==> src/rtl/noc_arb_pkg.sv <==
// Shared types and helpers for the NoC output-port arbitration blocks.
// Holds the lock FSM state type, default packet limits and a one-hot decoder.
package noc_arb_pkg;

  typedef enum logic [0:0] {
    IDLE   = 1'b0,
    LOCKED = 1'b1
  } state_e;

  localparam int DEF_MAX_FLITS = 16;
  localparam int DEF_CNT_W     = $clog2(DEF_MAX_FLITS + 1);
  localparam int IDX_W         = 8;

  // ORs together the indices of all set bits; exact for one-hot or zero input.
  function automatic logic [IDX_W-1:0] onehot_to_bin(input logic [255:0] vec);
    logic [IDX_W-1:0] idx;
    idx = '0;
    for (int i = 0; i < 256; i++) begin
      if (vec[i]) idx = idx | IDX_W'(i);
    end
    return idx;
  endfunction

endpackage

==> src/rtl/one_hot_mux.sv <==
// AND-OR multiplexer: selects one DW-bit slice of a packed bus by a one-hot select.
// A zero select yields zero.
module one_hot_mux #(
  parameter int IN_WIDTH  = 128,
  parameter int SEL_WIDTH = 4,
  localparam int DW       = IN_WIDTH / SEL_WIDTH
) (
  input  logic [IN_WIDTH-1:0]  in_data,
  input  logic [SEL_WIDTH-1:0] sel,
  output logic [DW-1:0]        out_data
);

  always_comb begin
    out_data = '0;
    for (int i = 0; i < SEL_WIDTH; i++) begin
      out_data = out_data | (in_data[i*DW +: DW] & {DW{sel[i]}});
    end
  end

endmodule

==> src/rtl/wormhole_req_ctrl.sv <==
// Requester side of a wormhole output port: raises requests, takes the arbiter's
// one-hot grant, and holds the granted channel on the output until its tail flit leaves.
module wormhole_req_ctrl
  import noc_arb_pkg::*;
#(
  parameter int NUM_CH    = 4,
  parameter int DATA_W    = 32,
  parameter int MAX_FLITS = DEF_MAX_FLITS,
  localparam int CNT_W    = $clog2(MAX_FLITS + 1)
) (
  input  logic                     clk,
  input  logic                     reset,
  input  logic [NUM_CH-1:0]        in_valid,
  input  logic [NUM_CH-1:0]        in_tail,
  input  logic [NUM_CH*DATA_W-1:0] in_data,
  output logic [NUM_CH-1:0]        in_ready,
  output logic [NUM_CH-1:0]        request,
  input  logic [NUM_CH-1:0]        grant,
  output logic                     out_valid,
  output logic [DATA_W-1:0]        out_data,
  output logic                     out_tail,
  input  logic                     out_ready,
  output logic [NUM_CH-1:0]        owner,
  output logic                     err_grant,
  output logic                     err_len,
  output state_e                   dbg_state,
  output logic [CNT_W-1:0]         dbg_flit_cnt,
  output logic [IDX_W-1:0]         dbg_owner_idx
);

  // Handshake: a flit moves on a cycle where out_valid && out_ready are both high;
  // the same cycle raises in_ready on the owner channel only. Upstream must keep
  // in_valid, in_tail and in_data stable on a channel until that channel sees in_ready.

  localparam logic [NUM_CH-1:0] CH_ONE = NUM_CH'(1);

  state_e              state_q, state_d;
  logic [NUM_CH-1:0]   owner_q, owner_d;
  logic [CNT_W-1:0]    flit_cnt_q, flit_cnt_d;
  logic                err_grant_q, err_grant_d;
  logic                err_len_q, err_len_d;

  logic                own_valid;
  logic                own_tail;
  logic                grant_onehot;
  logic                grant_legal;
  logic                xfer;
  logic                len_hit;
  logic [CNT_W-1:0]    cnt_inc;

  assign own_valid    = |(in_valid & owner_q);
  assign own_tail     = |(in_tail & owner_q);
  assign grant_onehot = (grant != '0) && ((grant & (grant - CH_ONE)) == '0);
  assign grant_legal  = grant_onehot && ((grant & ~in_valid) == '0);
  assign xfer         = (state_q == LOCKED) && own_valid && out_ready;
  assign len_hit      = (flit_cnt_q == CNT_W'(MAX_FLITS - 1));
  assign cnt_inc      = (flit_cnt_q == CNT_W'(MAX_FLITS)) ? flit_cnt_q : flit_cnt_q + CNT_W'(1);

  always_ff @(posedge clk or negedge reset) begin
    if (!reset) begin
      state_q     <= IDLE;
      owner_q     <= '0;
      flit_cnt_q  <= '0;
      err_grant_q <= 1'b0;
      err_len_q   <= 1'b0;
    end else begin
      state_q     <= state_d;
      owner_q     <= owner_d;
      flit_cnt_q  <= flit_cnt_d;
      err_grant_q <= err_grant_d;
      err_len_q   <= err_len_d;
    end
  end

  always_comb begin
    state_d     = state_q;
    owner_d     = owner_q;
    flit_cnt_d  = flit_cnt_q;
    err_grant_d = err_grant_q;
    err_len_d   = err_len_q;
    case (state_q)
      IDLE: begin
        if (grant != '0) begin
          if (grant_legal) begin
            owner_d    = grant;
            flit_cnt_d = '0;
            state_d    = LOCKED;
          end else begin
            err_grant_d = 1'b1;
          end
        end
      end
      LOCKED: begin
        // The arbiter should be silent while we hold the port.
        if (grant != '0) err_grant_d = 1'b1;
        if (xfer) begin
          flit_cnt_d = cnt_inc;
          if (own_tail) begin
            state_d = IDLE;
            owner_d = '0;
          end else if (len_hit) begin
            err_len_d = 1'b1;
            state_d   = IDLE;
            owner_d   = '0;
          end
        end
      end
      default: begin
        state_d = IDLE;
        owner_d = '0;
      end
    endcase
  end

  always_comb begin
    request   = '0;
    in_ready  = '0;
    out_valid = 1'b0;
    out_tail  = 1'b0;
    case (state_q)
      // Gate on reset so nothing reaches the arbiter while held in reset.
      IDLE: request = reset ? in_valid : '0;
      LOCKED: begin
        out_valid = own_valid;
        out_tail  = own_tail;
        in_ready  = owner_q & {NUM_CH{out_ready}};
      end
      default: request = '0;
    endcase
  end

  one_hot_mux #(
    .IN_WIDTH  (NUM_CH * DATA_W),
    .SEL_WIDTH (NUM_CH)
  ) u_data_mux (
    .in_data  (in_data),
    .sel      (owner_q),
    .out_data (out_data)
  );

  assign owner         = owner_q;
  assign err_grant     = err_grant_q;
  assign err_len       = err_len_q;
  assign dbg_state     = state_q;
  assign dbg_flit_cnt  = flit_cnt_q;
  assign dbg_owner_idx = onehot_to_bin(256'(owner_q));

  a_owner_onehot: assert property (@(posedge clk) disable iff (!reset) $onehot0(owner_q));
  a_idle_no_valid: assert property (@(posedge clk) disable iff (!reset) (state_q == IDLE) |-> !out_valid);
  a_locked_no_req: assert property (@(posedge clk) disable iff (!reset) (state_q == LOCKED) |-> (request == '0));
  a_ready_owner: assert property (@(posedge clk) disable iff (!reset) ((in_ready & ~owner_q) == '0));

endmodule

==> config.mk <==
export PLATFORM = sky130hd
export DESIGN_NAME = wormhole_req_ctrl
export DESIGN_NICKNAME = d
export VERILOG_FILES = /design/src/rtl/noc_arb_pkg.sv /design/src/rtl/one_hot_mux.sv /design/src/rtl/wormhole_req_ctrl.sv
export SDC_FILE = /design/constraint.sdc
export NUM_CORES = 1
export LEC_CHECK = 0
export CORE_MARGIN = 5
export CORE_UTILIZATION = 25
export DETAILED_ROUTE_END_ITERATION = 16
export PLACE_DENSITY_LB_ADDON = 0.15
export SLEW_MARGIN = 20
export SYNTH_ARGS = -nofsm -noshare
export SYNTH_HDL_FRONTEND = slang
export SYNTH_HIERARCHICAL = 1
export SYNTH_SLANG_ARGS = --single-unit
==> constraint.sdc <==
create_clock -name clk -period 1.6 [get_ports clk]
set_input_delay 0.24 -clock clk [delete_from_list [all_inputs] [get_ports clk]]
set_output_delay 0.24 -clock clk [all_outputs]
set_load 0.01 [all_outputs]
### Word level (Yosys, flattened, before mapping)

Cells that the tools add are included.

| operators by class | value |
|---|---|
| $add $sub $neg | 2 |
| bitwise logic cells | 15 |
| reductions and logical operators | 13 |
| mux-type cells | 29 |
| equality and inequality tests | 9 |

Operators with widths:

| kind | count |
|---|---|
| $and A32 B32 Y32 | 4 |
| $or A32 B32 Y32 | 3 |
| $mux W4 | 8 |
| $and A4 B4 Y4 | 5 |
| $mux W5 | 4 |
| $reduce_and A4 Y1 | 3 |
| $mux W1 | 11 |
| $pmux W5 S2 | 1 |
| $logic_not A4 Y1 | 2 |
| $ne A2 B2 Y1 const B | 4 |
| $pmux W4 S2 | 1 |
| $reduce_or A4 Y1 | 2 |
| $add A5 B1 Y5 const B | 1 |
| $eq A5 B4 Y1 const B | 1 |
| $eq A5 B5 Y1 const B | 1 |
| $logic_and A1 B1 Y1 | 4 |
| $mux W2 | 2 |
| $ne A2 B1 Y1 const B | 2 |
| $not A4 Y4 | 1 |
| $pmux W1 S2 | 2 |
| $reduce_bool A4 Y1 | 1 |
| $sub A4 B1 Y4 const B | 1 |
| $ne A3 B1 Y1 const B | 1 |
| $reduce_and A3 Y1 | 1 |
| $not A1 Y1 | 2 |

| word-level totals | value |
|---|---|
| input port bits | 143 |
| flip-flop bits (word level) | 12 |
| word-level logic and storage cells | 73 |
| output and inout port bits | 62 |

### Longest topological paths before layout

Gate-level depths: netlist of the first run.

| logic depth | value |
|---|---|
| word-level depth | 8 |
| depth in mapped cells | 6 |
| gate-level depth less buffers | 5 |

### Cells and area by module

The synthesis of the first run kept the hierarchy.

Modules (own cells, without submodules):

| module | cells an instance | instances | area an instance (µm²) |
|---|---|---|---|
| wormhole_req_ctrl | 87 | 1 | 834.6 |
| one_hot_mux | 108 | 1 | 705.7 |

### Least setup slack after synthesis of the first run

No wires, ideal clock.

| timing path | value |
|---|---|
| path kind | register to register |
| start point | register state_q, in the netlist dbg_state |
| end point | register owner_q[0], in the netlist owner[0] |
| cell stages (with the launch flop) | 7 |
| clock period less this slack | 1.510 ns |
| arrival | 1.389 ns |
| buffers on the path | 1 |
| data required time | 1.479 ns |
| slack | 0.090 ns |
| library setup time | 0.121 ns |
| cell sequence | dfrtp_1 -> buf_2 -> nor3b_1 -> a21oi_1 -> a21oi_4 -> o22ai_2 -> a22o_1 |

| between the ends | value |
|---|---|
| cells in the longest elaborated chain, start to end | 4 |
| elaborated cells on any way between the ends | 9 |

Ends and longest elaborated chain:

| element | RTL line | source |
|---|---|---|
| start: declaration | wormhole_req_ctrl.sv:37 | `state_e state_q, state_d;` |
| start signal: assignment | wormhole_req_ctrl.sv:67 | `state_q <= state_d;` |
| $logic_and A1 B1 Y1 (2 in series) | wormhole_req_ctrl.sv:55 | `assign xfer = (state_q == LOCKED) && own_valid && out_ready;` |
| $ne A2 B1 Y1 (no line) | -- |  |
| $reduce_and A4 Y1 (no line) | -- |  |
| end signal: assignment | wormhole_req_ctrl.sv:68 | `owner_q <= owner_d;` |
| end: declaration | wormhole_req_ctrl.sv:38 | `logic [NUM_CH-1:0] owner_q, owner_d;` |

Parallel ways exist; a longest one is shown, timed or not.
A chain may end at the register's enable or synchronous reset.

### Final worst setup path of the first run

| timing path | value |
|---|---|
| start point | register owner_q[0], in the netlist owner[0] |
| end point | output out_data[24] |

| between the ends | value |
|---|---|
| cells in the longest elaborated chain, start to end | 4 |

Ends and longest elaborated chain:

| element | RTL line | source |
|---|---|---|
| $and A32 B32 Y32 | one_hot_mux.sv:16 | `out_data = out_data \| (in_data[i*DW +: DW] & {DW{sel[i]}});` |
| $or A32 B32 Y32 (3 in series) | one_hot_mux.sv:16 |  |
| end: declaration | wormhole_req_ctrl.sv:20 | `output logic [DATA_W-1:0] out_data,` |

Every way passes these cells.

==> flow_metrics.py, run 1 <==
metrics = {
    "final_layout": {
        "drive_gt1_share_pct": 37.70,
        "stdcell_count": 510,
        "antenna_cells": 0,
        "multiInputGateArea_um2": 1358,
        "final_common_cell": "clkdlybuf4s50_1",
        "seq_area_um2": 304.0,
        "nets": 583,
        "nFillCells": 471,
        "final_cell_mix": "clkdlybuf4s50_1, a22oi_2, nand2_1, buf_4",
        "area_delta_synth_final_pct": 176.5,
    },
    "synthesis": {
        "netlist_area_um2": 1540,
        "synth_top_area_share_pct": 33.14,
        "synth_ff_type": "dfrtp_1",
        "synthesis.instances": 195,
        "ys_seq_elements": 12,
        "yosys_warnings": 6,
        "synth_area_leaders": "a22oi_1, dfrtp_1, nand2_1",
        "synth_edf_count": 0,
        "yosysUniqueCellTypes": 36,
        "synth_largest_area_cell": "a22oi_1",
        "async_flop_share_pct": 100.0,
        "syn_avg_cell_area_um2": 7.899,
        "ys_seq_area_share_pct": 19.50,
    },
    "drt": {
        "postRouteAntennaNets": 0,
        "drcViolationCount": 0,
        "dr.pass1.iters": 4,
        "post_drt_wl_per_cell_um": 19.33,
        "drt_wl_total_mm": 9.858,
        "drt_iter0_drc": 51,
        "vias": 2553,
        "vias_per_cell": 5.006,
    },
    "global_routing": {
        "antenna_found_initial": 0,
        "grt_remaining_overflow": 0,
        "grt_max_degree": 21,
        "grt_pass1_wl_mm": 13.03,
        "grt_use_total_pct": 21.44,
        "first_global_vias": 2489,
    },
    "place": {
        "port_buffers": 198,
        "place_congestion": 0.7895,
        "dp_cells": 491,
        "hpwlAfterDp_mm": 7.718,
    },
    "die": {
        "dieArea_um2": 7830,
        "io_pins": 205,
        "rows": 28,
        "fp.dieH_um": 88.49,
        "coreArea_um2": 5956,
        "initial_core_util_pct": 25.86,
        "die_x_um": 88.49,
    },
    "power_and_ir_drop": {
        "leakagePower_nw": 1.924,
        "vdd_drop_max_v": 0.0007750,
        "power_density_nw_per_um2": 1417,
    },
    "min_path": {
        "min_path_type": "input port to async pin",
    },
    "clocking": {
        "cts_root_buf": "clkbuf_8",
        "cts_buffers": 3,
        "cts_sinks": 12,
        "path_clk_slew_ps": 50,
        "clock_latency_ps": 240,
        "cts_tree": "done",
        "ctsHoldBuffers": 0,
        "htree_levels": 1,
        "cts_max_path_buffers": 2,
    },
    "setup_path": {
        "end_kind": "primary output",
        "cp.arrival_ps": 1410,
        "cp-start-kind": "flop",
        "reg2reg_depth": 7,
        "required_ps": 1360,
        "path_max_fanout": 5,
        "path_class": "flop to primary output",
    },
    "outcome": {
        "violations": "negative setup slack",
        "outcome": "finished, violations left",
    },
    "sta": {
        "rsz0062_at_grt": "yes",
        "clock_skew_ps": 1.002,
        "report.final.hold_viol_count": 0,
        "fin_ws_ps": -47.28,
        "finalSetupViolCount": 3,
        "max_freq_ghz": 0.6071,
        "layout_min_cycle_time_ps": 1647,
        "slew_viol_final": 0,
        "holdWs_ps": 152.5,
        "finalCritPeriodShare_pct": 103.0,
    },
    "run": {
        "maxCapViolCount": 0,
    },
}
## report_power, final
part,total [W],internal (W),leakage [nW],switching (W)
Sequential,0.000543,0.000420,0.137,0.000123
Combinational,0.00521,0.00281,1.76,0.00240
Clock,0.000280,0.000166,0.0216,0.000114
## worst max-delay path: stages (launching register included)
cell and delay, ps:
dfrtp_2 430, buf_6 140, buf_6 120, buf_6 110
a22oi_2 150, nand2_1 80, buf_6 130
## per-layer routing
| metal | share of wire (%) | wire, µm | track usage (%) |
|---|---|---|---|
| met1 | 34 | 3354 | 22.61 |
| met2 | 55 | 5425 | 40.86 |
| met3 | 8.5 | 842 | 5.866 |
| met4 | 2.4 | 235 | 6.868 |
| met5 | 0 | 0 | 0 |
## sequential cells by signal (all words and copies together), names as in the netlist
register and flops:
err_len 1, dbg_state 1, err_grant 1, owner 4
dbg_flit_cnt 5
## logic make-up (layout without fill, tap and decap cells)
kind of cell | after synthesis | count (layout) | synth area share [%]
muxes | 3 | 3 | 1.950
AOI/OAI and AO/OA | 86 | 86 | 44.35
and+or+nand+nor | 63 | 63 | 19.17
adders and majority gates | 3 | 3 | 2.437
buffers and inverters | 26 | 261 | 11.78
xor gates and xnor gates | 1 | 1 | 0.5687
other | 1 | 6 | 0.2435
DFF | 12 | 12 | 19.50
## final timing paths
check	endpoint	start	slack [ps]
setup / recovery	out_data[24]	owner[0]$_DFFE_PN0P_	-50
hold / removal	err_len$_DFFE_PN0P_	reset	150
setup reg to reg	dbg_flit_cnt[3]$_DFFE_PN0P_	owner[0]$_DFFE_PN0P_	30
hold reg to reg	err_len$_DFFE_PN0P_	err_len$_DFFE_PN0P_	470
max in group asynchronous	owner[1]$_DFFE_PN0P_	reset	1280
min in group clk	owner[3]$_DFFE_PN0P_	grant[3]	430
## layout make-up
cell class	count	share of cell area (%)
clock buffer	3	0.9694
inverter	6	0.5288
multi-input combinational	162	31.87
sequential	12	7.139
tap	75	2.203
timing repair buffer	252	57.29
## synthesized netlist by cell type, types with 2 or more instances
master and count:
a22oi_1 68, a21oi_4 2, a22o_1 3, and3_1 5, or2_2 2, a21boi_0 2, o21bai_1 3, and2_1 4
buf_6 6, nand2_1 36, mux2i_1 3, inv_1 6, buf_2 4, nor2_1 4, buf_4 9, nand2b_1 2
nand4_1 2, nand3_1 3, dfrtp_1 12, ha_1 3
## repair_timing
item	4_1_cts	5_1_grt
cloned	0	3
buffers inserted	9	6
gates resized for setup	192	77
setup endpoints to repair	57	41
pin swaps	6	31
## metrics by stage
| stage | setup slack (ps) | utilization (%) | total power [W] | instance area (µm²) | TNS [ps] |
|---|---|---|---|---|---|
| 6_report | -47.28 | 71.51 | 0.006036 | 4259 | -112.5 |
| 5_1_grt | -111.6 | 71.51 | 0.006398 | 4259 | -818.6 |
| 2_1_floorplan | 89.74 | - | 0.002493 | 1559 | 0 |
| 3_5_place_dp | -333.0 | 64.41 | 0.005273 | 3836 | -6010 |
| 3_3_place_gp | -313.1 | 64.41 | 0.005217 | 3836 | -5756 |
| 4_1_cts | -82.88 | 64.54 | 0.005166 | 3844 | -187.6 |
Note: power is estimated with default switching activity, not from simulation.
==> run 2: changes to the inputs <==
ABC_AREA = 1   (was not set)
CORE_UTILIZATION = 31   (was 25)
PLACE_DENSITY = 0.83   (was not set)
PLACE_DENSITY_LB_ADDON = not set   (was 0.15)
==> run 2 against run 1 <==
Effect of this change: the flow now finishes without violations; die area up 10%; area after synthesis rose by 38%; sequential cell count unchanged; sequential share of layout area shrank 0.17 points; critical path depth down 1; final area grew 3.3%; first-iteration DRC count grew 24%; core utilization decreased by 6.4 points; hold slack better by 270 ps; combinational power down 92%.
==> flow_metrics.py, run 2 <==
metrics = {
    "setup_path": {
        "cp.arrival_ps": 1350,
        "cp-start-kind": "flop",
        "end_kind": "primary output",
        "reg2reg_depth": 11,
        "path_class": "flop to primary output",
        "path_max_fanout": 4,
        "required_ps": 1360,
    },
    "final_layout": {
        "fin_util_pct": 65.11,
        "largest_reg_flops": 5,
        "drive_gt1_share_pct": 15.51,
        "area_delta_synth_final_pct": 106.5,
        "nFillCells": 635,
        "final_common_cell": "nand2_1",
        "stdcell_area_um2": 4399,
        "final_cell_mix": "nand2_1, clkdlybuf4s50_1, inv_1, buf_2, nor2_1",
        "nets": 812,
        "antenna_cells": 0,
    },
    "drt": {
        "postRouteAntennaNets": 0,
        "vias": 3194,
        "post_drt_wl_per_cell_um": 13.26,
        "drcViolationCount": 0,
        "vias_per_cell": 4.293,
        "dr.pass1.iters": 4,
        "drt_wl_total_mm": 9.866,
        "drt_iter0_drc": 63,
    },
    "sta": {
        "rsz0062_at_grt": "yes",
        "layout_min_cycle_time_ps": 1587,
        "report.final.hold_viol_count": 0,
        "max_freq_ghz": 0.6300,
        "slew_viol_final": 0,
        "setup_tns_ps": 0,
        "clock_skew_ps": 0.7776,
        "finalCritPeriodShare_pct": 99.21,
        "holdWs_ps": 418.2,
        "finalSetupViolCount": 0,
    },
    "clocking": {
        "cts_tree": "done",
        "htree_levels": 1,
        "ctsHoldBuffers": 0,
        "cts_root_buf": "clkbuf_8",
        "cts_sinks": 12,
        "clock_latency_ps": 230,
        "cts_max_path_buffers": 2,
        "cts_buffers": 3,
        "path_clk_slew_ps": 50,
    },
    "synthesis": {
        "synth_most_common_cell": "nand2_1",
        "synth_largest_area_cell": "nand2_1",
        "synth_edf_count": 0,
        "netlist_area_um2": 2131,
        "yosys_warnings": 6,
        "synth_top_area_share_pct": 48.44,
        "async_flop_share_pct": 100.0,
        "synth_area_leaders": "nand2_1, inv_1, dfrtp_1",
        "ys_seq_elements": 12,
        "synthesis.instances": 444,
        "syn_avg_cell_area_um2": 4.799,
        "yosysUniqueCellTypes": 23,
        "synth_ff_type": "dfrtp_1",
        "ys_seq_area_share_pct": 14.09,
        "synth_commonest_cells": "nand2_1, inv_1, nor2_1",
    },
    "power_and_ir_drop": {
        "power_density_nw_per_um2": 220.1,
        "power.total_w": 0.0009685,
        "vdd_drop_max_v": 0.0002266,
        "leakagePower_nw": 2.468,
    },
    "global_routing": {
        "first_global_vias": 3162,
        "grt_remaining_overflow": 0,
        "grt_max_degree": 19,
        "grt_pass1_wl_mm": 15.15,
        "antenna_found_initial": 0,
        "grt_use_total_pct": 21.62,
    },
    "place": {
        "hpwlAfterDp_mm": 7.771,
        "port_buffers": 198,
        "dpl_cell_area_um2": 4279,
        "place_congestion": 0.8619,
    },
    "die": {
        "die_x_um": 92.91,
        "dieArea_um2": 8631,
        "coreArea_um2": 6756,
        "io_pins": 205,
        "fp.dieH_um": 92.91,
        "initial_core_util_pct": 31.54,
        "rows": 30,
    },
    "run": {
        "maxCapViolCount": 0,
    },
    "min_path": {
        "min_path_type": "input port to async pin",
    },
    "outcome": {
        "outcome": "complete, no violations",
    },
}
## run 2: cell count changes after synthesis, sizes merged, moves of 4 or more
cell,previous run,this run
nand2,36,279
and3,5,0
a22oi,68,0
and2,4,0
nor2,4,21
nand3,3,15
inv,6,85
## run 2: path summary, 6_finish.rpt
kind / from / endpoint / slack (ps)
setup / recovery: owner[3]$_DFFE_PN0P_ / dbg_owner_idx[1] / 10
hold / removal: reset / owner[2]$_DFFE_PN0P_ / 420
setup reg to reg: owner[3]$_DFFE_PN0P_ / err_len$_DFFE_PN0P_ / 60
hold reg to reg: err_grant$_DFFE_PN0P_ / err_grant$_DFFE_PN0P_ / 470
max in group asynchronous: reset / dbg_flit_cnt[0]$_DFFE_PN0P_ / 1010
min in group clk: err_grant$_DFFE_PN0P_ / err_grant$_DFFE_PN0P_ / 470
## run 2: cells by family after synthesis
family / share of synthesized area [%]
AND/OR/NAND/NOR: 58.13
buffers and inverters: 23.43
flip-flops: 14.09
AO/OA/AOI/OAI: 1.996
adder cells (fa/ha/maj): 1.762
XOR/XNOR: 0.4111
other: 0.1760
## run 2: what timing repair did
item	4_1_cts	5_1_grt
buffers inserted	8	3
setup endpoints to repair	51	33
gates cloned	4	0
pin swaps	6	13
gates resized for setup	156	32
## run 2: critical path: stages, from the launching register on
cell	delay (ps)
dfrtp_2	440
buf_6	140
buf_6	120
inv_1	90
nand2_1	50
dlygate4sd2_1	280
## run 2: cell type report
cell class	count	area (µm²)	share of cell area, %
timing repair buffer	232	2232	50.74
inverter	85	319.1	7.253
clock buffer	3	41.29	0.9386
sequential	12	306.5	6.968
tap	80	100.1	2.275
multi-input combinational	332	1400	31.83
## run 2: per-layer routing
layer	vias up	GRT usage [%]	share of wire [%]
li1	1689	-	-
met1	1371	24.09	38
met2	122	41.39	52
met3	12	4.468	7.9
met4	0	5.128	1.5
met5	-	0	0
## run 2: where the power goes
group	switching [W]	internal, W	leakage (nW)
Clock	0.0000964	0.000165	0.0216
Sequential	0	0.000304	0.149
Combinational	0.0000881	0.000315	2.30
## run 2: metrics by stage
stage,std cells,setup slack [ps]
finish,744,12.57
global route,744,-55.59
CTS,743,-74.27
detailed placement,729,-174.5
global placement,729,-169.6
floorplan,449,239.1
==> run 3: changes to the inputs <==
PLACE_DENSITY = 0.9   (was 0.83)
SLEW_MARGIN = not set   (was 20)
==> run 3 against run 2 <==
Effect of this change: the run now ends with negative setup slack left; core utilization up 5.1 points; hold slack worse by 270 ps; worst setup slack got worse by 33 ps; critical path depth increased by 2; sequential power about the same; clock-buffer cell count up 1; first-iteration DRC count grew 78%; maximum frequency fell by 2.1%; critical path type unchanged; largest power group unchanged.
==> flow_metrics.py, run 3 (synthesis gave the netlist of run 2 again) <==
metrics = {
    "die": {
        "initial_core_util_pct": 31.54,
        "die_x_um": 92.91,
        "rows": 30,
        "io_pins": 205,
        "dieArea_um2": 8631,
        "fp.dieH_um": 92.91,
        "coreArea_um2": 6756,
    },
    "place": {
        "place_congestion": 0.8417,
        "dpl_cell_area_um2": 4339,
        "port_buffers": 198,
        "hpwlAfterDp_mm": 7.976,
        "dp_cells": 732,
    },
    "final_layout": {
        "stdcell_count": 762,
        "antenna_cells": 0,
        "final_common_cell": "nand2_1",
        "final_cell_mix": "nand2_1, clkdlybuf4s50_1, inv_1, nand2_2, buf_6",
        "fin_util_pct": 70.20,
        "stdcell_area_um2": 4743,
        "largest_reg_flops": 5,
        "drive_gt1_share_pct": 23.17,
        "area_delta_synth_final_pct": 122.6,
        "nets": 829,
    },
    "setup_path": {
        "required_ps": 1360,
        "path_class": "flop to primary output",
        "cp-startpoint": "owner[0]$_DFFE_PN0P_",
        "cp-start-kind": "flop",
        "r2r_start": "owner[0]$_DFFE_PN0P_",
        "end_kind": "primary output",
        "cp.arrival_ps": 1380,
        "path_max_fanout": 8,
    },
    "clocking": {
        "htree_levels": 1,
        "path_clk_slew_ps": 50,
        "cts_max_path_buffers": 2,
        "cts_tree": "done",
        "clock_latency_ps": 250,
        "cts_root_buf": "clkbuf_8",
        "cts_buffers": 3,
        "cts_sinks": 12,
    },
    "global_routing": {
        "grt_remaining_overflow": 0,
        "grt_max_degree": 16,
        "grt_pass1_wl_mm": 15.74,
        "grt_use_total_pct": 22.55,
        "first_global_vias": 3359,
        "antenna_found_initial": 0,
    },
    "sta": {
        "layout_min_cycle_time_ps": 1621,
        "rsz0062_at_grt": "yes",
        "finalCritPeriodShare_pct": 101.3,
        "slew_viol_final": 0,
        "max_freq_ghz": 0.6170,
        "report.final.hold_viol_count": 0,
        "finalSetupViolCount": 3,
        "fin_ws_ps": -20.74,
        "clock_skew_ps": 2.285,
    },
    "outcome": {
        "outcome": "finished, violations left",
        "violations": "negative setup slack",
    },
    "power_and_ir_drop": {
        "power_density_nw_per_um2": 223.2,
        "p_seq_share_pct": 28.7,
        "vdd_drop_max_v": 0.0003399,
        "pwr-share-comb_pct": 39.6,
        "internal_power_w": 0.0008373,
        "p_switching_w": 0.0002213,
        "p_clk_share_pct": 31.7,
        "power.total_w": 0.001059,
        "leakagePower_nw": 2.636,
        "swShare_pct": 20.90,
    },
    "drt": {
        "post_drt_wl_per_cell_um": 14.24,
        "drt_iter0_drc": 112,
        "postRouteAntennaNets": 0,
        "dr.pass1.iters": 4,
        "drcViolationCount": 0,
        "vias": 3438,
        "vias_per_cell": 4.512,
        "drt_wl_total_mm": 10.85,
    },
    "min_path": {
        "min_path_type": "input port to async pin",
    },
    "run": {
        "maxCapViolCount": 0,
    },
}
## run 3: path summary, 6_finish.rpt
| check | endpoint | slack, ps | cells past startpoint |
|---|---|---|---|
| hold / removal | err_grant$_DFFE_PN0P_ | 150 | 2 |
| min in group clk | err_grant$_DFFE_PN0P_ | 470 | 1 |
| setup reg to reg | dbg_flit_cnt[3]$_DFFE_PN0P_ | 20 | 11 |
| max in group asynchronous | owner[3]$_DFFE_PN0P_ | 1280 | 2 |
| setup / recovery | out_data[20] | -20 | 7 |
| hold reg to reg | err_grant$_DFFE_PN0P_ | 470 | 1 |
## run 3: per-layer routing
layer  routed length [µm]  GRT usage [%]
met2                 5696          43.31
met4                  216          7.082
met5                    0              0
met3                  887          4.062
met1                 4047          24.68
## run 3: cell type report
type / instances / area, µm²
multi-input cells: 332 / 1534
clock buffers: 4 / 55.05
well taps: 80 / 100.1
flip-flops and latches: 12 / 306.5
inverters: 85 / 319.1
fillers: 563 / 2013
repair buffers: 249 / 2429
## run 3: power by group through the flow
stage	sequential [W]	clock, W	combinational (W)
after floorplan	0.000309	0	0.0000417
after global placement	0.000309	0	0.000396
after detailed placement	0.000309	0	0.000402
after CTS	0.000304	0.000334	0.000406
after global routing	0.000303	0.000351	0.000442
final	0.000304	0.000335	0.000420
## run 3: through the flow
step | setup TNS [ps] | hold slack, ps | setup slack [ps]
after floorplan | 0 | -55.59 | 239.1
final | -30.20 | 146.6 | -20.74
after global routing | -1006 | 160.4 | -69.77
after global placement | -4010 | 460.4 | -177.6
after detailed placement | -5843 | 463.5 | -187.0
after CTS | -1137 | 159.4 | -124.5
## run 3: timing repair
item | in CTS | in global routing
pin swaps | 4 | 24
cloned | 3 | 0
gates resized for setup | 151 | 103
hold buffers | 0 | 0
setup buffers | 16 | 11
setup endpoints to repair | 58 | 45
## run 3: worst max-delay path: stages, from the launching register on
cell and delay [ps]:
dfrtp_2 480, buf_12 160, buf_8 130, nand2_2 70
nand2_2 60, inv_2 50, nand2_1 50, buf_2 140
